File: config.mk
export PLATFORM = sky130hd
export DESIGN_NAME = uart_rx_frame
export DESIGN_NICKNAME = d
export VERILOG_FILES = /design/src/rtl/uart_rx_frame.sv
export SDC_FILE = /design/constraint.sdc
export NUM_CORES = 1
export LEC_CHECK = 0
export ABC_AREA = 1
export BUFFER_PORTS_ARGS = -buffer_cell sky130_fd_sc_hd__buf_4
export CELL_PAD_IN_SITES_DETAIL_PLACEMENT = 1
export CELL_PAD_IN_SITES_GLOBAL_PLACEMENT = 2
export CORE_MARGIN = 3
export CORE_UTILIZATION = 39
export DETAILED_ROUTE_END_ITERATION = 10
export HOLD_SLACK_MARGIN = 0.05
export PLACE_DENSITY_LB_ADDON = 0.1
export SLEW_MARGIN = 10
export SYNTH_ARGS = -nofsm -noshare
export SYNTH_HDL_FRONTEND = slang
export SYNTH_SLANG_ARGS = --single-unit
File: constraint.sdc
create_clock -name clk -period 7.8 [get_ports clk]
set_input_delay 0.78 -clock clk [delete_from_list [all_inputs] [get_ports clk]]
set_output_delay 0.78 -clock clk [all_outputs]
set_load 0.05 [all_outputs]
File: src/rtl/uart_rx_frame.sv
// UART receiver with oversampled mid-bit sampling, runtime baud divisor, selectable
// parity (whole-word or per-byte), one or two stop bits and a valid/ready output.
module uart_rx_frame #(
    parameter int DATA_WIDTH = 16,
    parameter int OVERSAMPLE = 16,
    parameter int DIV_WIDTH  = 16
) (
    input  logic                  clk,
    input  logic                  rst_n,
    input  logic                  rx_in,
    input  logic [DIV_WIDTH-1:0]  baud_div,
    input  logic                  parity_en,
    input  logic                  parity_odd,
    input  logic                  parity_per_byte,
    input  logic                  two_stop,
    output logic [DATA_WIDTH-1:0] data_out,
    output logic                  data_valid,
    input  logic                  data_ready,
    output logic                  parity_err,
    output logic                  frame_err,
    output logic                  overrun,
    output logic                  busy
);

    localparam int OS_W  = $clog2(OVERSAMPLE);
    localparam int BIT_W = $clog2(DATA_WIDTH + 1);

    typedef enum logic [2:0] {IDLE, START, DATA, PARITY, STOP, DONE} state_t;

    state_t                  state_q;
    logic                    rxMeta_q, rxSync_q, rxPrev_q;
    logic [DIV_WIDTH-1:0]    divCnt_q, div_q;
    logic [OS_W-1:0]         osCnt_q;
    logic [BIT_W-1:0]        bitCnt_q;
    logic [DATA_WIDTH-1:0]   dataReg_q, dataOut_q;
    logic                    parEn_q, parOdd_q, perByte_q, twoStop_q;
    logic                    parAcc_q, perrAcc_q, ferrAcc_q, stopCnt_q;
    logic                    valid_q, perr_q, ferr_q, overrun_q;

    logic [DIV_WIDTH-1:0]    divMax;
    logic                    tick, midBit, halfBit, fallEdge, lastBit, byteEnd;

    assign divMax   = (div_q == '0) ? DIV_WIDTH'(1) : div_q;
    assign tick     = (state_q != IDLE) && (divCnt_q == divMax - DIV_WIDTH'(1));
    assign midBit   = tick && (osCnt_q == OS_W'(OVERSAMPLE - 1));
    assign halfBit  = tick && (osCnt_q == OS_W'(OVERSAMPLE / 2 - 1));
    assign fallEdge = rxPrev_q && !rxSync_q;
    assign lastBit  = (bitCnt_q == BIT_W'(DATA_WIDTH - 1));
    assign byteEnd  = (bitCnt_q[2:0] == 3'd7);

    assign data_out   = dataOut_q;
    assign data_valid = valid_q;
    assign parity_err = perr_q;
    assign frame_err  = ferr_q;
    assign overrun    = overrun_q;
    assign busy       = (state_q != IDLE);

    // Two-flop synchroniser plus one history flop for falling-edge detection.
    always_ff @(posedge clk or negedge rst_n) begin
        if (!rst_n) begin
            rxMeta_q <= 1'b1;
            rxSync_q <= 1'b1;
            rxPrev_q <= 1'b1;
        end else begin
            rxMeta_q <= rx_in;
            rxSync_q <= rxMeta_q;
            rxPrev_q <= rxSync_q;
        end
    end

    always_ff @(posedge clk or negedge rst_n) begin
        if (!rst_n) begin
            state_q   <= IDLE;
            divCnt_q  <= '0;
            div_q     <= '0;
            osCnt_q   <= '0;
            bitCnt_q  <= '0;
            dataReg_q <= '0;
            dataOut_q <= '0;
            parEn_q   <= 1'b0;
            parOdd_q  <= 1'b0;
            perByte_q <= 1'b0;
            twoStop_q <= 1'b0;
            parAcc_q  <= 1'b0;
            perrAcc_q <= 1'b0;
            ferrAcc_q <= 1'b0;
            stopCnt_q <= 1'b0;
            valid_q   <= 1'b0;
            perr_q    <= 1'b0;
            ferr_q    <= 1'b0;
            overrun_q <= 1'b0;
        end else begin
            overrun_q <= 1'b0;
            if (valid_q && data_ready) begin
                valid_q <= 1'b0;
            end
            if (state_q != IDLE) begin
                divCnt_q <= tick ? '0 : divCnt_q + DIV_WIDTH'(1);
                if (tick) begin
                    osCnt_q <= midBit ? '0 : osCnt_q + OS_W'(1);
                end
            end

            case (state_q)
                IDLE: begin
                    if (fallEdge) begin
                        state_q   <= START;
                        divCnt_q  <= '0;
                        osCnt_q   <= '0;
                        div_q     <= baud_div;
                        parEn_q   <= parity_en;
                        parOdd_q  <= parity_odd;
                        perByte_q <= parity_per_byte;
                        twoStop_q <= two_stop;
                    end
                end
                START: begin
                    if (halfBit) begin
                        state_q   <= rxSync_q ? IDLE : DATA;
                        osCnt_q   <= '0;
                        bitCnt_q  <= '0;
                        parAcc_q  <= 1'b0;
                        perrAcc_q <= 1'b0;
                        ferrAcc_q <= 1'b0;
                        stopCnt_q <= 1'b0;
                    end
                end
                DATA: begin
                    if (midBit) begin
                        dataReg_q <= {rxSync_q, dataReg_q[DATA_WIDTH-1:1]};
                        parAcc_q  <= parAcc_q ^ rxSync_q;
                        bitCnt_q  <= bitCnt_q + BIT_W'(1);
                        if (parEn_q && perByte_q && byteEnd) begin
                            state_q <= PARITY;
                        end else if (lastBit) begin
                            state_q <= parEn_q ? PARITY : STOP;
                        end
                    end
                end
                // parAcc_q holds the XOR of every data bit since the previous parity bit,
                // which is the current byte or the whole word depending on the mode.
                PARITY: begin
                    if (midBit) begin
                        if (rxSync_q != (parAcc_q ^ parOdd_q)) begin
                            perrAcc_q <= 1'b1;
                        end
                        parAcc_q <= 1'b0;
                        state_q  <= (bitCnt_q == BIT_W'(DATA_WIDTH)) ? STOP : DATA;
                    end
                end
                STOP: begin
                    if (midBit) begin
                        if (!rxSync_q) begin
                            ferrAcc_q <= 1'b1;
                        end
                        if (twoStop_q && !stopCnt_q) begin
                            stopCnt_q <= 1'b1;
                        end else begin
                            state_q <= DONE;
                        end
                    end
                end
                DONE: begin
                    state_q <= IDLE;
                    if (!valid_q || data_ready) begin
                        dataOut_q <= dataReg_q;
                        perr_q    <= perrAcc_q;
                        ferr_q    <= ferrAcc_q;
                        valid_q   <= 1'b1;
                    end else begin
                        overrun_q <= 1'b1;
                    end
                end
                default: state_q <= IDLE;
            endcase
        end
    end

endmodule
; Word-level counts from Yosys, hierarchy flattened
; Index checks and enable logic that the tools add are counted.
[word_totals]
n_memories = 0
out_inout_bits = 21
register_bits = 91
in_bits = 24
wordCells = 122
mem_bits_ro = 0
latch_bits = 0
mem_bits_rw = 0
[classes]
bitwise_logic = 2
n_reduce_logical = 28
n_addsub = 4
div_mod_pow = 0
n_lt_le_gt_ge = 0
eq_ne = 22
shifts = 0
n_mul = 0
muxes = 44
[op_table]
columns = cell, n
row1 = two-way mux 16 bit, 5
row2 = two-way mux 3 bit, 10
row3 = two-way mux 4 bit, 5
row4 = "!= test 2 bit, second input constant", 9
row5 = "adder 16 x 1 -> 16 bit, second input constant", 1
row6 = == test 16 bit, 1
row7 = zero test 16 bit, 1
row8 = AND reduction 4 bit, 4
row9 = "subtractor 16 x 1 -> 16 bit, second input constant", 1
row10 = case mux 3 bit (5 select lines), 1
row11 = two-way mux 1 bit, 14
row12 = two-way mux 5 bit, 2
row13 = case mux 5 bit (2 select lines), 1
row14 = "== test 3 bit, second input constant", 3
row15 = logical AND 1 bit, 8
row16 = case mux 4 bit (2 select lines), 1
row17 = AND reduction 7 bit, 1
row18 = "== test 3 x 2 -> 1 bit, second input constant", 2
row19 = case mux 1 bit (2 select lines), 3
row20 = AND reduction 2 bit, 3
row21 = nonzero test 2 bit, 3
row22 = nonzero test 3 bit, 2
row23 = "adder 5 x 1 -> 5 bit, second input constant", 1
row24 = "== test 5 x 4 -> 1 bit, second input constant", 1
row25 = 14 further kinds, 17

; Longest topological paths before layout
; Gate-level depths: netlist (run 1).
[logic_depth]
ltp_word = 11
mapped_depth = 24
mapped_depth_nobuf = 23

; Least setup slack after synthesis (run 1)
; OpenSTA, ideal clock, no wires.
[synth_timing]
path_type = reg-to-reg
startpoint = register div_q[4]
endpoint = register bitCnt_q[4]
stages_incl_launch_ff = 20
path_buffers = 1
period_less_slack_ns = 2.716
arrival_ns = 2.595
setup_slack_ns = 5.084
required_time_ns = 7.679
setup_ns = 0.121
cell_sequence = dfrtp_1 > nor2_4 > nand2_2 > nor2_4 > nand2_4 > nand2_1 > inv_1 > ha_1 > xnor2_1 > xor2_1 > nand3_1 > nor2_1 > nand4_1 > nor2_1 > nand3_2 > clkinv_2 > nand3_4 > buf_2 > nand3_1 > o21ai_1
[synth_between]
elab_chain_cells = 8
word_cells_on_any_way = 10
cone_classes = add/sub (1) / eq/ne (3) / mux (1) / reduce/logical (5)
[synth_lines]
columns = item, line
row1 = "start, declared", 32  ; logic [DIV_WIDTH-1:0] divCnt_q, div_q;
row2 = "start signal, assigned", 110  ; div_q <= baud_div;
row3 = zero test 16 bit, 43  ; assign divMax = (div_q == '0) ? DIV_WIDTH'(1) : div_q;
row4 = two-way mux 16 bit (*), 43
row5 = subtractor 16 x 1 -> 16 bit (*), 44  ; assign tick = (state_q != IDLE) && (divCnt_q == divMax - DIV_WIDTH'(1));
row6 = == test 16 bit (*), 44
row7 = logical AND 1 bit (*), 44
row8 = logical AND 1 bit (on tied branches), "46, 45"
row9 = != test 2 bit (no line), -
row10 = AND reduction 3 bit (no line) (*), -
row11 = "end signal, assigned", 132  ; bitCnt_q <= bitCnt_q + BIT_W'(1);
row12 = "end, declared", 34  ; logic [BIT_W-1:0] bitCnt_q;
; Mark *: on every way between the ends. The rest lies on a longest branch, timed or not.
; A chain may end at the register's enable or synchronous reset.

; Worst setup path after layout (run 1)
[layout_timing]
startpoint = register div_q[4]
endpoint = register bitCnt_q[2]
; Same word-level chain as after synthesis.

==> summary.md, run 1 <==
| Metric | Value |
|---|---|
| Outcome | finished clean |
| Initial antenna violation count | 0 |
| Global routing usage on met3 | 0.0384 |
| Final period util | 0.452 |
| Worst min path class | in2async |
| Worst slew slack as a fraction of its limit | 0.443 |
| Sequential-to-total area share from yosys stat | 0.467 |
| Count of buffering cells on the critical path with inverters included | 3 |
| Buffers added on ports | 44 |
| Clock transition at the registers of the reported paths | 70 ps |
| Top Ports | 45 |
| Layout Nets | 666 |
| Count of distinct cell types in the synthesized netlist | 39 |
| Wirelength per Cell | around 15 um |
| Total count of hold-check failures in the final report | 0 |
| Total Die Area | 13900 um2 |
| Arrival time worst endpoint | between 3000 and 4000 ps |
| Cell area reported after detailed placement | 5380 um2 |
| Worst-case clock skew | 8.09 ps |
| Clock latency reported for the late side of the worst-skew pair | between 300 and 400 ps |
| Final period demand of the worst path | 3530 ps |
| Vias in the first global route | between 4000 and 5000 |
| TritonCTS buffer count | 9 |
| Wire length of the first global-routing pass | between 20000 and 25000 um |
| Number of gates resized after cts | 0 |
| DR DRC count | 0 |
| Number of synthesized register bits | 91 |
| Initial Utilization | 0.403 |
| CTS Hold Bufs | 0 |
| Design Power | 1.67 mW |
| Area growth from synthesis to layout | 15.8% |
| Syn Std Cell Area | ~4900 um2 |
| Final worst setup slack | ~4300 ps |
| Vias post-DR | between 3000 and 4000 |
| Post-synth EDFFs | 0 |
| Master of the slowest instance on the critical path | sky130_fd_sc_hd__dfrtp_1 |
| Via density per instance | 4.91 |
| # fillers | 1476 |
| Hpwl dp | around 9500 um |
| Post-CTS Setup Bufs | 0 |
| TritonCTS clock tree | done |
| P_leak | 2.96 nW |
| Number of failing setup endpoints in the final timing report | 0 |
| Pre-CTS WS | 4260 ps |
| Final slew viol count | 0 |
| Peak VDD IR | 0.000144 V |
| Pin slew with the least headroom to its limit | 834 ps |
| Largest delay share family, worst path | simple AND/OR/NAND/NOR gates |
| Category of the most critical setup path | reg2reg |
| Placeable core area | 12100 um2 |
| Depth of the CTS H-tree | 3 |
| Pwr Density | between 200 and 300 nW/um2 |
| Leading register cell type out of synthesis | sky130_fd_sc_hd__dfrtp_1 |
| Chip Height | 118 um |
| GR met1 Demand/Resource | 0.225 |
| Maximum number of pins on one net before global-route repair | 63 |
| Required time of the critical path | a little over 8000 ps |
| Highest fanout seen on the critical path | 23 |
| Post-Layout Cell Count | 808 |
| Worst slack on hold paths | 357 ps |
| Final routed wirelength across all metal layers | 12300 um |
| Global router's overall resource usage | 0.190 |
| M2 GR Usage | 0.339 |
| Number of nets produced by synthesis | 619 |
| Cell with the most instances on the worst path | sky130_fd_sc_hd__nand2_1 |
| # Max-Cap Violations | 0 |
| Width of the die | about 120 um |
| Commonest non-fill, non-tap cell in the layout | sky130_fd_sc_hd__nand2_1 |
| Yosys warnings | 0 |
| Total grt overflow | 0 |
| Crit path largest cell delay | ~460 ps |
| Synth Area per Inst | 8.31 um2 |
| Buffers from clock root to sink, at most | 2 |
| Final Instance Area | about 5700 um2 |
| Row count | 40 |
| Clock sink count | between 90 and 100 |
| Cells on worst reg2reg path | 19 |
| 1st-pass router iterations | 4 |
| Weighted congestion at the end of routability-driven global placement | 0.871 |
| Clock root cell | sky130_fd_sc_hd__clkbuf_16 |
| Utilization after layout | 0.467 |
| Commonest non-fill, non-tap cells in the layout | sky130_fd_sc_hd__nand2_1 (147), sky130_fd_sc_hd__dfrtp_1 (88), sky130_fd_sc_hd__inv_1 (72) |
| Iter 0 DRT Violations | 154 |
| Endpoint kind of the worst setup timing path | register |
| Unrepaired setup endpoints after global routing | no |
| Critical path depth in cells | 19 |
| Layout cell share with drive strength beyond 1 | 0.211 |
| Final ANT Viol Nets | 0 |
| Critical Path, Cell by Cell | nor2_4 > nand2_2 > nor2_4 > nand2_4 > nand2_1 > inv_1 > ha_1 > xnor2_1 > xor2_1 > nand3_1 > nor2_1 > nand4_1 > nor2_1 > nand3_2 > clkinv_2 > nand3_4 > clkinv_2 > nand2_1 > nand2_1 |
| Startpoint types | register |
| FFs w/ async S/R, synth | 1.00 |
| Number of antenna cells inserted | 0 |
| Cells after synthesis | 588 |
| Layer with the highest usage after global routing | met2 |
| Inst Count DP | 792 |
| Highest clock frequency the design can meet | 284 MHz |
| Post-Route Setup TNS | 0 ps |
-- per-layer routing --
layer / vias to the layer above / wire [um]
li1: 1964 / -
met1: 1938 / 5310
met2: 43 / 6420
met3: 21 / 287
met4: 0 / 266
met5: - / 0
-- cell usage after synthesis, types with 2 or more instances --
cell type / number / area, um2
sky130_fd_sc_hd__a21boi_0: 2 / 15.0
sky130_fd_sc_hd__a21oi_1: 20 / 100
sky130_fd_sc_hd__and3_1: 2 / 12.5
sky130_fd_sc_hd__buf_2: 4 / 20.0
sky130_fd_sc_hd__clkbuf_1: 5 / 18.8
sky130_fd_sc_hd__clkinv_2: 2 / 10.0
sky130_fd_sc_hd__dfrtp_1: 88 / 2200
sky130_fd_sc_hd__dfstp_2: 3 / 78.8
sky130_fd_sc_hd__ha_1: 7 / 87.6
sky130_fd_sc_hd__inv_1: 72 / 270
sky130_fd_sc_hd__inv_2: 4 / 15.0
sky130_fd_sc_hd__mux2_2: 26 / 293
sky130_fd_sc_hd__nand2_1: 147 / 552
sky130_fd_sc_hd__nand2_2: 15 / 93.8
sky130_fd_sc_hd__nand3_1: 51 / 255
sky130_fd_sc_hd__nand3_2: 3 / 30.0
sky130_fd_sc_hd__nand3b_1: 4 / 30.0
sky130_fd_sc_hd__nand4_1: 7 / 43.8
sky130_fd_sc_hd__nand4_2: 2 / 25.0
sky130_fd_sc_hd__nor2_1: 54 / 203
sky130_fd_sc_hd__nor2_2: 8 / 50.1
sky130_fd_sc_hd__nor2_4: 4 / 45.0
sky130_fd_sc_hd__nor3_1: 5 / 25.0
sky130_fd_sc_hd__o211ai_1: 2 / 15.0
sky130_fd_sc_hd__o21ai_0: 14 / 70.1
sky130_fd_sc_hd__o21ai_1: 5 / 25.0
sky130_fd_sc_hd__or2_2: 5 / 31.3
sky130_fd_sc_hd__xnor2_1: 6 / 52.6
sky130_fd_sc_hd__xor2_1: 11 / 96.3
-- worst reg2reg max path, delay by kind of cell (launching register included) --
family	cells	cell delay, ps
xor+xnor	2	520
buf+inv	3	500
flops	1	460
simple gates	13	1750
fa+ha+maj	1	250
-- registers in the layout, indices dropped and copies added (netlist names), 3 cells and up --
| name | cells |
|---|---|
| state_q | 3 |
| divCnt_q | 16 |
| bitCnt_q | 5 |
| div_q | 16 |
| data_out | 16 |
| dataReg_q | 16 |
| osCnt_q | 4 |
-- worst paths after layout --
| check | slack [ps] | end | startpoint |
|---|---|---|---|
| setup / recovery | 4270 | bitCnt_q[2] | div_q[4] |
| hold / removal | 360 | div_q[8] | rst_n |
| setup reg to reg | 4270 | bitCnt_q[2] | div_q[4] |
| hold reg to reg | 360 | rxSync_q | rxMeta_q |
| max in group asynchronous | 6310 | stopCnt_q | rst_n |
| min in group clk | 360 | rxSync_q | rxMeta_q |
-- final cells by class --
class	instances	area, um2	area share
flip-flops and latches	91	2280	0.403
multi-input cells	409	2250	0.398
repair buffers	46	345	0.0610
inverters	78	295	0.0522
clock inverters	5	43.8	0.00774
well taps	168	210	0.0371
clock buffers	11	233	0.0411
-- cell families after synthesis --
kind of cell,Yosys count,share of synthesized area
xor gates and xnor gates,18,0.0351
DFF,91,0.467
adders and majority gates,7,0.0179
AOI/OAI and AO/OA,47,0.0528
and+or+nand+nor,311,0.295
muxes,26,0.0599
buffers and inverters,88,0.0725
-- where the power goes --
group	switching (mW)	internal (mW)	total [mW]	leakage, nW
Clock	0.196	0.222	0.418	0.136
Sequential	0.103	0.566	0.669	1.17
Combinational	0.361	0.217	0.578	1.65
Total	0.660	1.01	1.67	2.96
Note: power is estimated with default switching activity, not from simulation.
==> run 2, diff against run 1 <==
--- a/config.mk
+++ b/config.mk
@@ -10,7 +10,7 @@
 export CELL_PAD_IN_SITES_DETAIL_PLACEMENT = 1
 export CELL_PAD_IN_SITES_GLOBAL_PLACEMENT = 2
 export CORE_MARGIN = 3
-export CORE_UTILIZATION = 39
+export CORE_UTILIZATION = 36
 export DETAILED_ROUTE_END_ITERATION = 10
 export HOLD_SLACK_MARGIN = 0.05
 export PLACE_DENSITY_LB_ADDON = 0.1
==> constraint.sdc (replaced) <==
create_clock -name clk -period 3.5 [get_ports clk]
set_input_delay 0.35 -clock clk [delete_from_list [all_inputs] [get_ports clk]]
set_output_delay 0.35 -clock clk [all_outputs]
set_load 0.05 [all_outputs]
==> run 2 against run 1 <==
Effect of this change:
- clock skew grew 0.87 ps
- sequential share of layout area shrank 1.4 points
- critical path type unchanged
- register-to-register slack lost 4000 ps
- final cell count grew 1.9%
- critical path depth grew 2
- combinational power grew 130%
- die area grew 7.9%
- cell area grew 3.7%
==> summary.md, run 2 (synthesis results as in run 1) <==
| Metric | Value |
|---|---|
| Design Power | 3.96 mW (+140%) |
| Count of buffering cells on the critical path with inverters included | 3 (unchanged) |
| Clock transition at the registers of the reported paths | 70 ps (about the same) |
| Unrepaired setup endpoints after global routing | no |
| Clock root cell | sky130_fd_sc_hd__clkbuf_16 |
| Vias in the first global route | 4308 (+0.63%) |
| Met1 Routed Length | 6060 um (+14%) |
| Worst slew slack as a fraction of its limit | 0.474 (+0.0311) |
| Number of antenna cells inserted | 0 (unchanged) |
| Startpoint types | register |
| Placeable core area | 12900 um2 (+6.7%) |
| Largest delay share family, worst path | simple AND/OR/NAND/NOR gates |
| Multi-input gate area in the final layout | 2290 um2 (+1.7%) |
| CTS Hold Bufs | 0 (unchanged) |
| Worst-case clock skew | 8.95 ps (+0.866 ps) |
| Utilization after layout | 0.454 (-0.0133) |
| Buffers from clock root to sink, at most | 2 (unchanged) |
| Pin slew with the least headroom to its limit | 789 ps (-44.7 ps) |
| Number of failing setup endpoints in the final timing report | 0 (unchanged) |
| Endpoint kind of the worst setup timing path | register |
| Commonest non-fill, non-tap cells in the layout | sky130_fd_sc_hd__nand2_1 (146), sky130_fd_sc_hd__dfrtp_1 (85), sky130_fd_sc_hd__inv_1 (72) |
| Layout cell share with drive strength beyond 1 | 0.246 (+0.0348) |
| TritonCTS clock tree | done |
| Total Die Area | 15000 um2 (+7.9%) |
| Area growth from synthesis to layout | 20.1% |
| Weighted congestion at the end of routability-driven global placement | 0.840 (-3.6%) |
| Highest clock frequency the design can meet | 315 MHz (+11%) |
| Crit path largest cell delay | 450 ps (about the same) |
| Worst min path class | in2async |
| Width of the die | 123 um (+3.9%) |
| Top routing layer in use | met4 |
| Maximum number of pins on one net before global-route repair | 60 (-4.8%) |
| Critical Path, Cell by Cell | nor2_4 > nand2_2 > nor2_4 > nand2_4 > nand2_1 > inv_1 > ha_2 > nand2_2 > nor2_2 > nand2_1 > nand2_1 > nand3_1 > nand2_1 > or2_1 > nor2_2 > nand3_2 > clkinv_2 > nand3_4 > clkbuf_16 > nand2_1 > nand2_1 |
| Total grt overflow | 0 (unchanged) |
| Highest fanout seen on the critical path | 10 (-57%) |
| Arrival time worst endpoint | 3420 ps (-400 ps) |
| Post-Route Setup TNS | 0 ps (unchanged) |
| Final period util | 0.908 (+0.456) |
| Final worst setup slack | 322 ps (-3950 ps) |
| TritonCTS buffer count | 9 (unchanged) |
| Initial antenna violation count | 0 (unchanged) |
| Cells on worst reg2reg path | 21 (+2) |
| 1st-pass router iterations | 4 (unchanged) |
| Row count | 41 (+2.5%) |
| Total count of hold-check failures in the final report | 0 (unchanged) |
| Final ANT Viol Nets | 0 (unchanged) |
| Iter 0 DRT Violations | 143 (-7.1%) |
| Clock sink count | 91 (unchanged) |
| Cell with the most instances on the worst path | sky130_fd_sc_hd__nand2_1 |
| Critical path depth in cells | 21 (+2) |
| Wirelength per Cell | 15.9 um (+4.7%) |
| Pwr Density | 675 nW/um2 (+130%) |
| Master of the slowest instance on the critical path | sky130_fd_sc_hd__dfrtp_2 |
| Via density per instance | 4.94 (+0.55%) |
| Required time of the critical path | 3750 ps (-4340 ps) |
| Clock latency reported for the late side of the worst-skew pair | 350 ps (about the same) |
| # Max-Cap Violations | 0 (unchanged) |
| Final period demand of the worst path | 3180 ps (-347 ps) |
| Chip Height | 123 um (+3.9%) |
| Category of the most critical setup path | reg2reg |
| Wire length of the first global-routing pass | 21500 um (+1.8%) |
| DR DRC count | 0 (unchanged) |
| Routed met2 length | 6370 um (-0.87%) |
| P_leak | 3.05 nW (+3.1%) |
| Met3 routed wirelength | 376 um (+31%) |
| Layout Nets | 677 (+1.7%) |
| Global router's overall resource usage | 0.183 (-0.00632) |
| Sequential Area | 2280 um2 (+0.16%) |
| Outcome | finished clean |
| Commonest non-fill, non-tap cell in the layout | sky130_fd_sc_hd__nand2_1 |
| Hpwl dp | 9710 um (+2.3%) |
| # fillers | 1565 (+6.0%) |
| Peak VDD IR | 0.000357 V (+150%) |
| Final slew viol count | 0 (unchanged) |
| Top Ports | 45 (unchanged) |
| Pre-CTS WS | 163 ps (-4100 ps) |
| Initial Utilization | 0.378 (-0.0255) |
| Buffers added on ports | 44 (unchanged) |
| Vias post-DR | 4062 (+2.4%) |
| Depth of the CTS H-tree | 3 (unchanged) |
| Final routed wirelength across all metal layers | 13100 um (+6.6%) |
[run 2: cell count changes in the layout (fill, tap and decap cells not counted), sizes merged]
cell / delta
bufinv: +2
nand3: +1
inv: -1
buf: +9
[run 2: where the power goes]
group	total, mW	switching (mW)	internal (mW)	leakage [nW]
combinational	1.34	0.822	0.515	1.71
clock	1.10	0.447	0.653	0.165
sequential	1.52	0.255	1.27	1.17
total	3.96	1.52	2.43	3.05
[run 2: layout make-up]
| cell class | count | area share |
|---|---|---|
| inverter | 78 | 0.0514 |
| timing repair buffer | 56 | 0.0759 |
| clock inverter | 6 | 0.0160 |
| sequential | 91 | 0.389 |
| tap | 172 | 0.0367 |
| multi-input combinational | 410 | 0.390 |
| clock buffer | 10 | 0.0407 |
[run 2: stage by stage]
stage | instance area [um2] | instances | hold WS [ps]
after detailed placement | 5410 | 799 | 350
final | 5870 | 823 | 83.2
after CTS | 5740 | 815 | 89.2
after global routing | 5870 | 823 | 91.2
after floorplan | 4890 | 588 | 54.4
after global placement | 5410 | 799 | 347
[run 2: routing by layer]
metal / GRT usage / vias to the layer above
li1: - / 1986
met1: 0.236 / 2004
met2: 0.304 / 49
met3: 0.0346 / 23
met4: 0.0749 / 0
met5: 0 / -
[run 2: final timing paths]
path                           endpoint  slack [ps]     start
min in group clk               rxMeta_q         100     rx_in
max in group asynchronous   bitCnt_q[4]        2650     rst_n
hold reg to reg                rxSync_q         360  rxMeta_q
hold / removal                 div_q[8]          80     rst_n
setup / recovery           dataReg_q[8]         320  div_q[8]
setup reg to reg           dataReg_q[8]         320  div_q[8]
[run 2: timing repair]
item / in CTS / in global routing
gates resized for setup: 0 / 17
endpoints found under the setup margin: 0 / 42
endpoints found under the hold margin: 0 / 0
buffers inserted: 0 / 6
